===== config.mk =====
export PLATFORM = sky130hd
export DESIGN_NAME = nibble_serial_add_ctrl
export DESIGN_NICKNAME = d
export VERILOG_FILES = /design/src/rtl/add_ctrl_pkg.sv /design/src/rtl/nbit_adder.sv /design/src/rtl/nibble_serial_add_ctrl.sv
export SDC_FILE = /design/constraint.sdc
export NUM_CORES = 1
export LEC_CHECK = 0
export CORE_MARGIN = 1.5
export CORE_UTILIZATION = 56
export CTS_BUF_LIST = sky130_fd_sc_hd__clkbuf_4
export CTS_CLUSTER_DIAMETER = 60
export CTS_CLUSTER_SIZE = 30
export DETAILED_ROUTE_END_ITERATION = 8
export PLACE_DENSITY = 0.92
export SLEW_MARGIN = 20
export SYNTH_ARGS = -nofsm -noshare
export SYNTH_HDL_FRONTEND = slang
export SYNTH_SLANG_ARGS = --single-unit

===== constraint.sdc =====
create_clock -name clk -period 2.45 [get_ports clk]
set_input_delay 0.3675 -clock clk [delete_from_list [all_inputs] [get_ports clk]]
set_output_delay 0.3675 -clock clk [all_outputs]
set_load 0.005 [all_outputs]

===== src/rtl/add_ctrl_pkg.sv =====
// Shared types and default sizing for the nibble-serial adder controller.
package add_ctrl_pkg;

    localparam int DEF_NIBBLE_W   = 4;
    localparam int DEF_NUM_SLICES = 4;

    typedef enum logic [1:0] {
        IDLE = 2'd0,
        RUN  = 2'd1,
        DONE = 2'd2
    } state_t;

endpackage


===== src/rtl/nbit_adder.sv =====
// Narrow adder slice shared across time by the serial controller.
module nbit_adder #(
    parameter int NIBBLE_W = 4
) (
    input  logic [NIBBLE_W-1:0] a,
    input  logic [NIBBLE_W-1:0] b,
    input  logic                cin,
    output logic [NIBBLE_W-1:0] sum,
    output logic                cout
);

    assign {cout, sum} = {1'b0, a} + {1'b0, b} + {{NIBBLE_W{1'b0}}, cin};

endmodule


===== src/rtl/nibble_serial_add_ctrl.sv =====
// Wide adder built from one NIBBLE_W slice reused over NUM_SLICES cycles.
// Optional signed-overflow output is enabled by defining ADD_OVF_DETECT_EN.
module nibble_serial_add_ctrl
    import add_ctrl_pkg::*;
#(
    parameter int NIBBLE_W   = DEF_NIBBLE_W,
    parameter int NUM_SLICES = DEF_NUM_SLICES
) (
    input  logic                           clk,
    input  logic                           rst_n,
    input  logic                           in_valid,
    output logic                           in_ready,
    input  logic [NIBBLE_W*NUM_SLICES-1:0] a,
    input  logic [NIBBLE_W*NUM_SLICES-1:0] b,
    input  logic                           cin,
    output logic                           out_valid,
    input  logic                           out_ready,
    output logic [NIBBLE_W*NUM_SLICES-1:0] sum,
    output logic                           cout,
    output logic                           busy
`ifdef ADD_OVF_DETECT_EN
    ,
    output logic                           ovf
`endif
);

    localparam int W     = NIBBLE_W * NUM_SLICES;
    localparam int IDX_W = (NUM_SLICES > 1) ? $clog2(NUM_SLICES) : 1;

    state_t state_reg, state_next;

    logic [W-1:0]        a_reg, b_reg, sum_reg;
    logic                carry_reg, cout_reg;
    logic [IDX_W-1:0]    idx_reg;
    logic [NIBBLE_W-1:0] slice_sum;
    logic                slice_cout;
    logic                accept, last_slice;

    assign accept     = in_valid && in_ready;
    assign last_slice = (idx_reg == IDX_W'(NUM_SLICES - 1));

    nbit_adder #(
        .NIBBLE_W (NIBBLE_W)
    ) u_adder (
        .a    (a_reg[NIBBLE_W-1:0]),
        .b    (b_reg[NIBBLE_W-1:0]),
        .cin  (carry_reg),
        .sum  (slice_sum),
        .cout (slice_cout)
    );

    always_ff @(posedge clk) begin
        if (!rst_n) begin
            state_reg <= IDLE;
        end else begin
            state_reg <= state_next;
        end
    end

    // in_ready is gated by rst_n so no operand is taken while reset is held.
    always_comb begin
        state_next = state_reg;
        in_ready   = 1'b0;
        out_valid  = 1'b0;
        busy       = 1'b0;
        case (state_reg)
            IDLE: begin
                in_ready = rst_n;
                if (in_valid && rst_n) begin
                    state_next = RUN;
                end
            end
            RUN: begin
                busy = 1'b1;
                if (last_slice) begin
                    state_next = DONE;
                end
            end
            DONE: begin
                busy      = 1'b1;
                out_valid = 1'b1;
                if (out_ready) begin
                    state_next = IDLE;
                end
            end
            default: state_next = IDLE;
        endcase
    end

    // Result is assembled LSB-first: each slice lands at the top and the
    // register shifts right, so after the last slice it is fully aligned.
    always_ff @(posedge clk) begin
        if (!rst_n) begin
            a_reg     <= '0;
            b_reg     <= '0;
            sum_reg   <= '0;
            carry_reg <= 1'b0;
            cout_reg  <= 1'b0;
            idx_reg   <= '0;
        end else if (accept) begin
            a_reg     <= a;
            b_reg     <= b;
            carry_reg <= cin;
            idx_reg   <= '0;
        end else if (state_reg == RUN) begin
            a_reg     <= a_reg >> NIBBLE_W;
            b_reg     <= b_reg >> NIBBLE_W;
            sum_reg   <= (sum_reg >> NIBBLE_W) | (W'(slice_sum) << (W - NIBBLE_W));
            carry_reg <= slice_cout;
            cout_reg  <= slice_cout;
            idx_reg   <= idx_reg + IDX_W'(1);
        end
    end

    assign sum  = sum_reg;
    assign cout = cout_reg;

`ifdef ADD_OVF_DETECT_EN
    logic a_msb_reg, b_msb_reg, ovf_reg;

    // The final slice's top bit is the result MSB, so ovf is decided on that edge.
    always_ff @(posedge clk) begin
        if (!rst_n) begin
            a_msb_reg <= 1'b0;
            b_msb_reg <= 1'b0;
            ovf_reg   <= 1'b0;
        end else if (accept) begin
            a_msb_reg <= a[W-1];
            b_msb_reg <= b[W-1];
        end else if ((state_reg == RUN) && last_slice) begin
            ovf_reg <= (a_msb_reg == b_msb_reg) && (slice_sum[NIBBLE_W-1] != a_msb_reg);
        end
    end

    assign ovf = ovf_reg;
`endif

endmodule


== Word-level counts from Yosys, hierarchy flattened ==
Index checks and enable logic that the tools add are counted.

* Add/sub/neg operators: 3
* Mux-type cells: 13
* Bitwise logic cells: 3
* Reduce and logical (&&, ||, !) cells: 8
* Eq/ne operators: 6

{| class="wikitable"
|+ Operators with widths
! operator !! count
|-
| 16-bit 2-to-1 mux || 4
|-
| 12-bit by 16-bit bitwise OR with 16-bit output || 1
|-
| 2-bit 2-to-1 mux || 3
|-
| 2-bit != test, second input constant || 3
|-
| 2-bit one-hot mux with 3 select lines || 1
|-
| 4-bit by 4-bit adder with 5-bit output || 1
|-
| 5-bit by 1-bit adder with 5-bit output || 1
|-
| 1-bit 2-to-1 mux || 5
|-
| 2-bit equality test, second input constant || 2
|-
| 2-bit OR reduction || 2
|-
| 3-bit AND reduction || 1
|-
| 2-bit by 1-bit adder with 2-bit output, second input constant || 1
|-
| 2-bit by 1-bit equality test with 1-bit output, second input constant || 1
|-
| 1-bit logical AND || 2
|-
| 2-bit zero test || 1
|-
| 1-bit NOT || 2
|-
| 2-bit AND reduction || 1
|-
| 2-bit nonzero test || 1
|}

* Register bits: 54
* Word-level logic and storage cells: 40
* Output and inout port bits: 20

== Logic depth before layout (Yosys ltp) ==
* Depth after elaboration: 5
* Mapped depth: 8
* Depth with buffers taken out: 7

== By module ==
From an unflattened synthesis, not the netlist that was laid out.

* Cells, all modules: 246
* Area, all modules: 2551.2 um^2

{| class="wikitable"
|+ Modules (own cells, without submodules)
! module !! cells each !! area each (um^2) !! times used
|-
| nibble_serial_add_ctrl || 230 || 2407.3 || 1
|-
| nbit_adder || 16 || 143.9 || 1
|}

== Least setup slack after synthesis ==
No wires, ideal clock.

* Path kind: reg-to-reg
* Start point: register a_reg[0]
* End point: register carry_reg
* Period minus slack after synthesis: 1.660 ns
* Setup time: 0.074 ns
* Data required time: 2.376 ns
* Arrival time: 1.586 ns
* Path slack: 0.790 ns
* Buffers on the path: 0
* Cell stages (with the launch flop): 8
* Cell sequence: dfxtp_1 inv_1 fa_1 fa_1 nor2b_1 o21a_1 nor3_1 o21ai_0

* Longest elaborated chain between the ends: 4

{| class="wikitable"
|+ Ends and longest elaborated chain
! what !! line !! RTL
|-
| from (decl) || nibble_serial_add_ctrl.sv:32 || <nowiki>logic [W-1:0] a_reg, b_reg, sum_reg;</nowiki>
|-
| from (signal assigned) || nibble_serial_add_ctrl.sv:106 || <nowiki>a_reg <= a_reg >> NIBBLE_W;</nowiki>
|-
| 4-bit by 4-bit adder with 5-bit output || nbit_adder.sv:12 || <nowiki>assign {cout, sum} = {1'b0, a} + {1'b0, b} + {{NIBBLE_W{1'b0}}, cin};</nowiki>
|-
| 5-bit by 1-bit adder with 5-bit output || nbit_adder.sv:12 ||
|-
| 1-bit 2-to-1 mux || nibble_serial_add_ctrl.sv:105 || <nowiki>end else if (state_reg == RUN) begin</nowiki>
|-
| 1-bit 2-to-1 mux || nibble_serial_add_ctrl.sv:100 || <nowiki>end else if (accept) begin</nowiki>
|-
| to (signal assigned) || nibble_serial_add_ctrl.sv:103 || <nowiki>carry_reg <= cin;</nowiki>
|-
| to (signal assigned) || nibble_serial_add_ctrl.sv:109 || <nowiki>carry_reg <= slice_cout;</nowiki>
|-
| to (decl) || nibble_serial_add_ctrl.sv:33 || <nowiki>logic carry_reg, cout_reg;</nowiki>
|}

No other way between the ends. The select of a mux whose other input is x is not followed.
A chain may end at the register's enable or synchronous reset.

== Worst setup path after layout ==
* Start point: register state_reg[0]
* End point: output port in_ready

* Longest elaborated chain between the ends: 2

{| class="wikitable"
|+ Ends and longest elaborated chain
! what !! line !! RTL
|-
| from (decl) || nibble_serial_add_ctrl.sv:30 || <nowiki>state_t state_reg, state_next;</nowiki>
|-
| from (signal assigned) || nibble_serial_add_ctrl.sv:56 || <nowiki>state_reg <= state_next;</nowiki>
|-
| 2-bit zero test || nibble_serial_add_ctrl.sv:66 || <nowiki>case (state_reg)</nowiki>
|-
| 1-bit 2-to-1 mux || nibble_serial_add_ctrl.sv:66 ||
|-
| to (decl) || nibble_serial_add_ctrl.sv:12 || <nowiki>output logic in_ready,</nowiki>
|}

No other way between the ends.

==> impl_metrics.yaml <==
detailed_routing:
  drt-initial-drc-count: 98
  vias_per_cell: 5.47
  route.antenna.remaining_nets: 0
  wl_per_cell_um: 13.7
  detailedRoute.firstPassIterationCount: 6
  routed_wirelength_mm: 4.83
  drc: 0
  num_vias: 1931
logic_synthesis:
  syn_area_sq_um: 2480
  syn_nets: 298
  ys.warnings.count: 0
  dominant_combinational_cell_family_by_area_after_synthesis: "compound AO/OA/AOI/OAI gates"
  share_of_the_synthesized_area_in_compound_gates_ao_oa_aoi_oai_pct: 17.9
  yosys.area_share.simple_pct: 12.9
  synth_cells: 251
  synth_xor_area_share_pct: 0.353
  yosysUniqueCellTypes: 29
  syn_area_per_cell_sq_um: 9.88
  yosys_register_bits: 54
  synth_seq_area_share_pct: 43.6
  synth_mux_area_share_pct: 13.7
  synth_adder_area_share_pct: 5.65
sta:
  setup-tns-final_ps: 0
  final_max_slew_violation_count: 0
  layout_min_cycle_time_ps: 2100
  setup-violations-final: 0
  fin_crit_sh_pct: 85.9
  finClkSkew_ps: 15.5
  worst_pin_slew_ps: 715
  report.final.hold_viol_count: 0
  setup_repair_after_global_routing_missed_its_margin: "false"
  max_freq_mhz: 475
  max_slew_margin_pct: 52.3
critical_path:
  worst_ep_arrival_time_ps: 1740
  reg2reg_slack_ps: 590
  worstRegToRegCells: 7
  worst-path-max-fanout: 3
  setup.worst_path.end_class: "primary output"
  critical_path.reg2reg.endpoint: "carry_reg"
  timing.rr.start: "a_reg[0]"
  worst_setup_path_start_kind: "flop"
  critPathRequiredTime_ps: 2080
  worstSetupPathType: "flop to primary output"
min_path:
  hold_path.startpoint: "a_reg[14]"
  hold_end: "a_reg[14]"
  min-delay-path-class: "flop to flop"
  min_delay_path_depth: 2
floorplanning:
  row_count: 24
  die_h_um: 69.5
  starting_density_of_the_core_pct: 57.8
  core_area_sq_um: 4290
  chipWidth_um: 69.5
  top_level_ports: 57
  design.die.area_sq_um: 4840
outcome:
  result_of_the_run: "completed"
final_layout:
  design_area_sq_um: 3110
  post_route_cells_drive_above_1_share_pct: 12.3
  insertedDiodeCount: 0
  synthToLayoutAreaGrowth_pct: 25.3
  mostFrequentLayoutCell: "sky130_fd_sc_hd__clkdlybuf4s50_1"
  fin_nets: 347
  mostFrequentLayoutCells: "56 x sky130_fd_sc_hd__clkdlybuf4s50_1, 54 x sky130_fd_sc_hd__dfxtp_1, 39 x sky130_fd_sc_hd__nor2_1, 34 x sky130_fd_sc_hd__mux2i_1, 20 x sky130_fd_sc_hd__a211oi_2"
  post-route-util_pct: 72.4
run:
  max_cap_viol_count: 0
grt:
  grtUsageTotal_pct: 20.9
  first_global_vias: 1764
  global_route.overflow_total: 0
  grt_start_max_net_pins: 58
  number_of_antenna_violations_at_the_first_check_in_global_routing: 0
  grt_pass1_wl_mm: 8.07
cts:
  cts.repair_timing.setup_buffer_count: 0
  cts_repair_resize_count: 0
  cts_tree: "done"
  clkSlewWorstSetupHoldPaths_ps: 150
  cts_root_buffer: "sky130_fd_sc_hd__clkbuf_4"
  tritoncts.num_buffers: 5
  clock_insertion_delay_worst_skew_ps: 390
  cts.sinks: 54
  cts_buffer_depth: 2
  clock_tree.htree_level_count: 2
  cts.hold.buffers_added: 0
pwr:
  max_ir_drop_vdd_uv: 504
  design_power_total_mw: 2.35
  cellPowerDensity_nw_per_um2: 757
  leakage_nw: 1.15
placement:
  post_dp_cell_area_sq_um: 3050
  gp_congestion: 0.804
  detailed_place_hpwl_mm: 3.36
  port_buffers: 56
==> worst max path at each step <==
stage                 start         to  cells after the start  slack, ps
2_1_floorplan      a_reg[0]  carry_reg                      7        790
3_3_place_gp          rst_n   in_ready                      3        600
3_5_place_dp          rst_n  a_reg[15]                      6        580
4_1_cts        state_reg[0]   in_ready                      4        360
5_1_grt        state_reg[0]   in_ready                      4        270
6_report       state_reg[0]   in_ready                      4        350
==> metal layers <==
layer,routed length [um],GRT usage [%]
met5,0,0
met3,184,5.09
met2,2400,35.0
met4,51,5.66
met1,2190,26.9
==> cell type report <==
| type | instances | area (sq um) |
|---|---|---|
| clock buffer | 5 | 37.5 |
| clock inverter | 3 | 21.3 |
| fill | 332 | 1190 |
| inverter | 9 | 33.8 |
| multi-input combinational | 169 | 1260 |
| sequential | 54 | 1080 |
| tap | 52 | 65.1 |
| timing repair buffer | 61 | 611 |
==> synthesized netlist by cell type <==
cell / n / share of area, %
sky130_fd_sc_hd__nand2_1: 17 / 2.6
sky130_fd_sc_hd__nand4_1: 1 / 0.25
sky130_fd_sc_hd__nor3_1: 2 / 0.40
sky130_fd_sc_hd__a211oi_1: 3 / 0.91
sky130_fd_sc_hd__o211a_1: 4 / 1.6
sky130_fd_sc_hd__nand3_1: 8 / 1.6
sky130_fd_sc_hd__o21a_1: 1 / 0.30
sky130_fd_sc_hd__buf_1: 2 / 0.30
sky130_fd_sc_hd__and3_1: 1 / 0.25
sky130_fd_sc_hd__o211ai_1: 6 / 1.8
sky130_fd_sc_hd__o21ai_0: 3 / 0.61
sky130_fd_sc_hd__xnor2_1: 1 / 0.35
sky130_fd_sc_hd__nor2b_1: 4 / 1.0
sky130_fd_sc_hd__fa_1: 2 / 1.6
sky130_fd_sc_hd__mux2i_1: 34 / 14
sky130_fd_sc_hd__ha_1: 8 / 4.0
sky130_fd_sc_hd__clkbuf_1: 5 / 0.76
sky130_fd_sc_hd__and2_4: 1 / 0.35
sky130_fd_sc_hd__inv_2: 1 / 0.15
sky130_fd_sc_hd__buf_6: 4 / 1.8
sky130_fd_sc_hd__a211oi_2: 20 / 10
sky130_fd_sc_hd__dfxtp_1: 54 / 44
sky130_fd_sc_hd__a221oi_1: 1 / 0.35
sky130_fd_sc_hd__a21oi_1: 11 / 2.2
sky130_fd_sc_hd__nor3b_1: 1 / 0.30
sky130_fd_sc_hd__inv_1: 8 / 1.2
sky130_fd_sc_hd__buf_2: 8 / 1.6
sky130_fd_sc_hd__nor2_1: 39 / 5.9
sky130_fd_sc_hd__or3_1: 1 / 0.25
==> power by group <==
part | leakage (nW) | internal (mW) | switching (mW)
clock network | 0.0312 | 0.112 | 0.288
logic | 0.674 | 0.424 | 0.445
registers | 0.441 | 1.01 | 0.0749
total | 1.15 | 1.54 | 0.807
==> critical path: stages (launching register included) <==
cell                              delay, ps
sky130_fd_sc_hd__dfxtp_1                360
sky130_fd_sc_hd__inv_1                  110
sky130_fd_sc_hd__ha_1                   230
sky130_fd_sc_hd__and2_4                 170
sky130_fd_sc_hd__clkdlybuf4s50_1        490
==> through the flow <==
| step | setup slack [ps] | instances | hold WS (ps) |
|---|---|---|---|
| after CTS | 359 | 353 | 495 |
| after global placement | 604 | 345 | 466 |
| final | 346 | 353 | 496 |
| after detailed placement | 582 | 345 | 475 |
| after floorplan | 790 | 251 | 455 |
| after global routing | 271 | 353 | 512 |
==> logic make-up after synthesis <==
| group | count (synthesis) |
|---|---|
| muxes | 34 |
| adders and majority gates | 10 |
| buffers and inverters | 28 |
| xor gates and xnor gates | 1 |
| and+or+nand+nor | 75 |
| AOI/OAI and AO/OA | 49 |
| DFF | 54 |
Power figures use the tool's default switching activity.
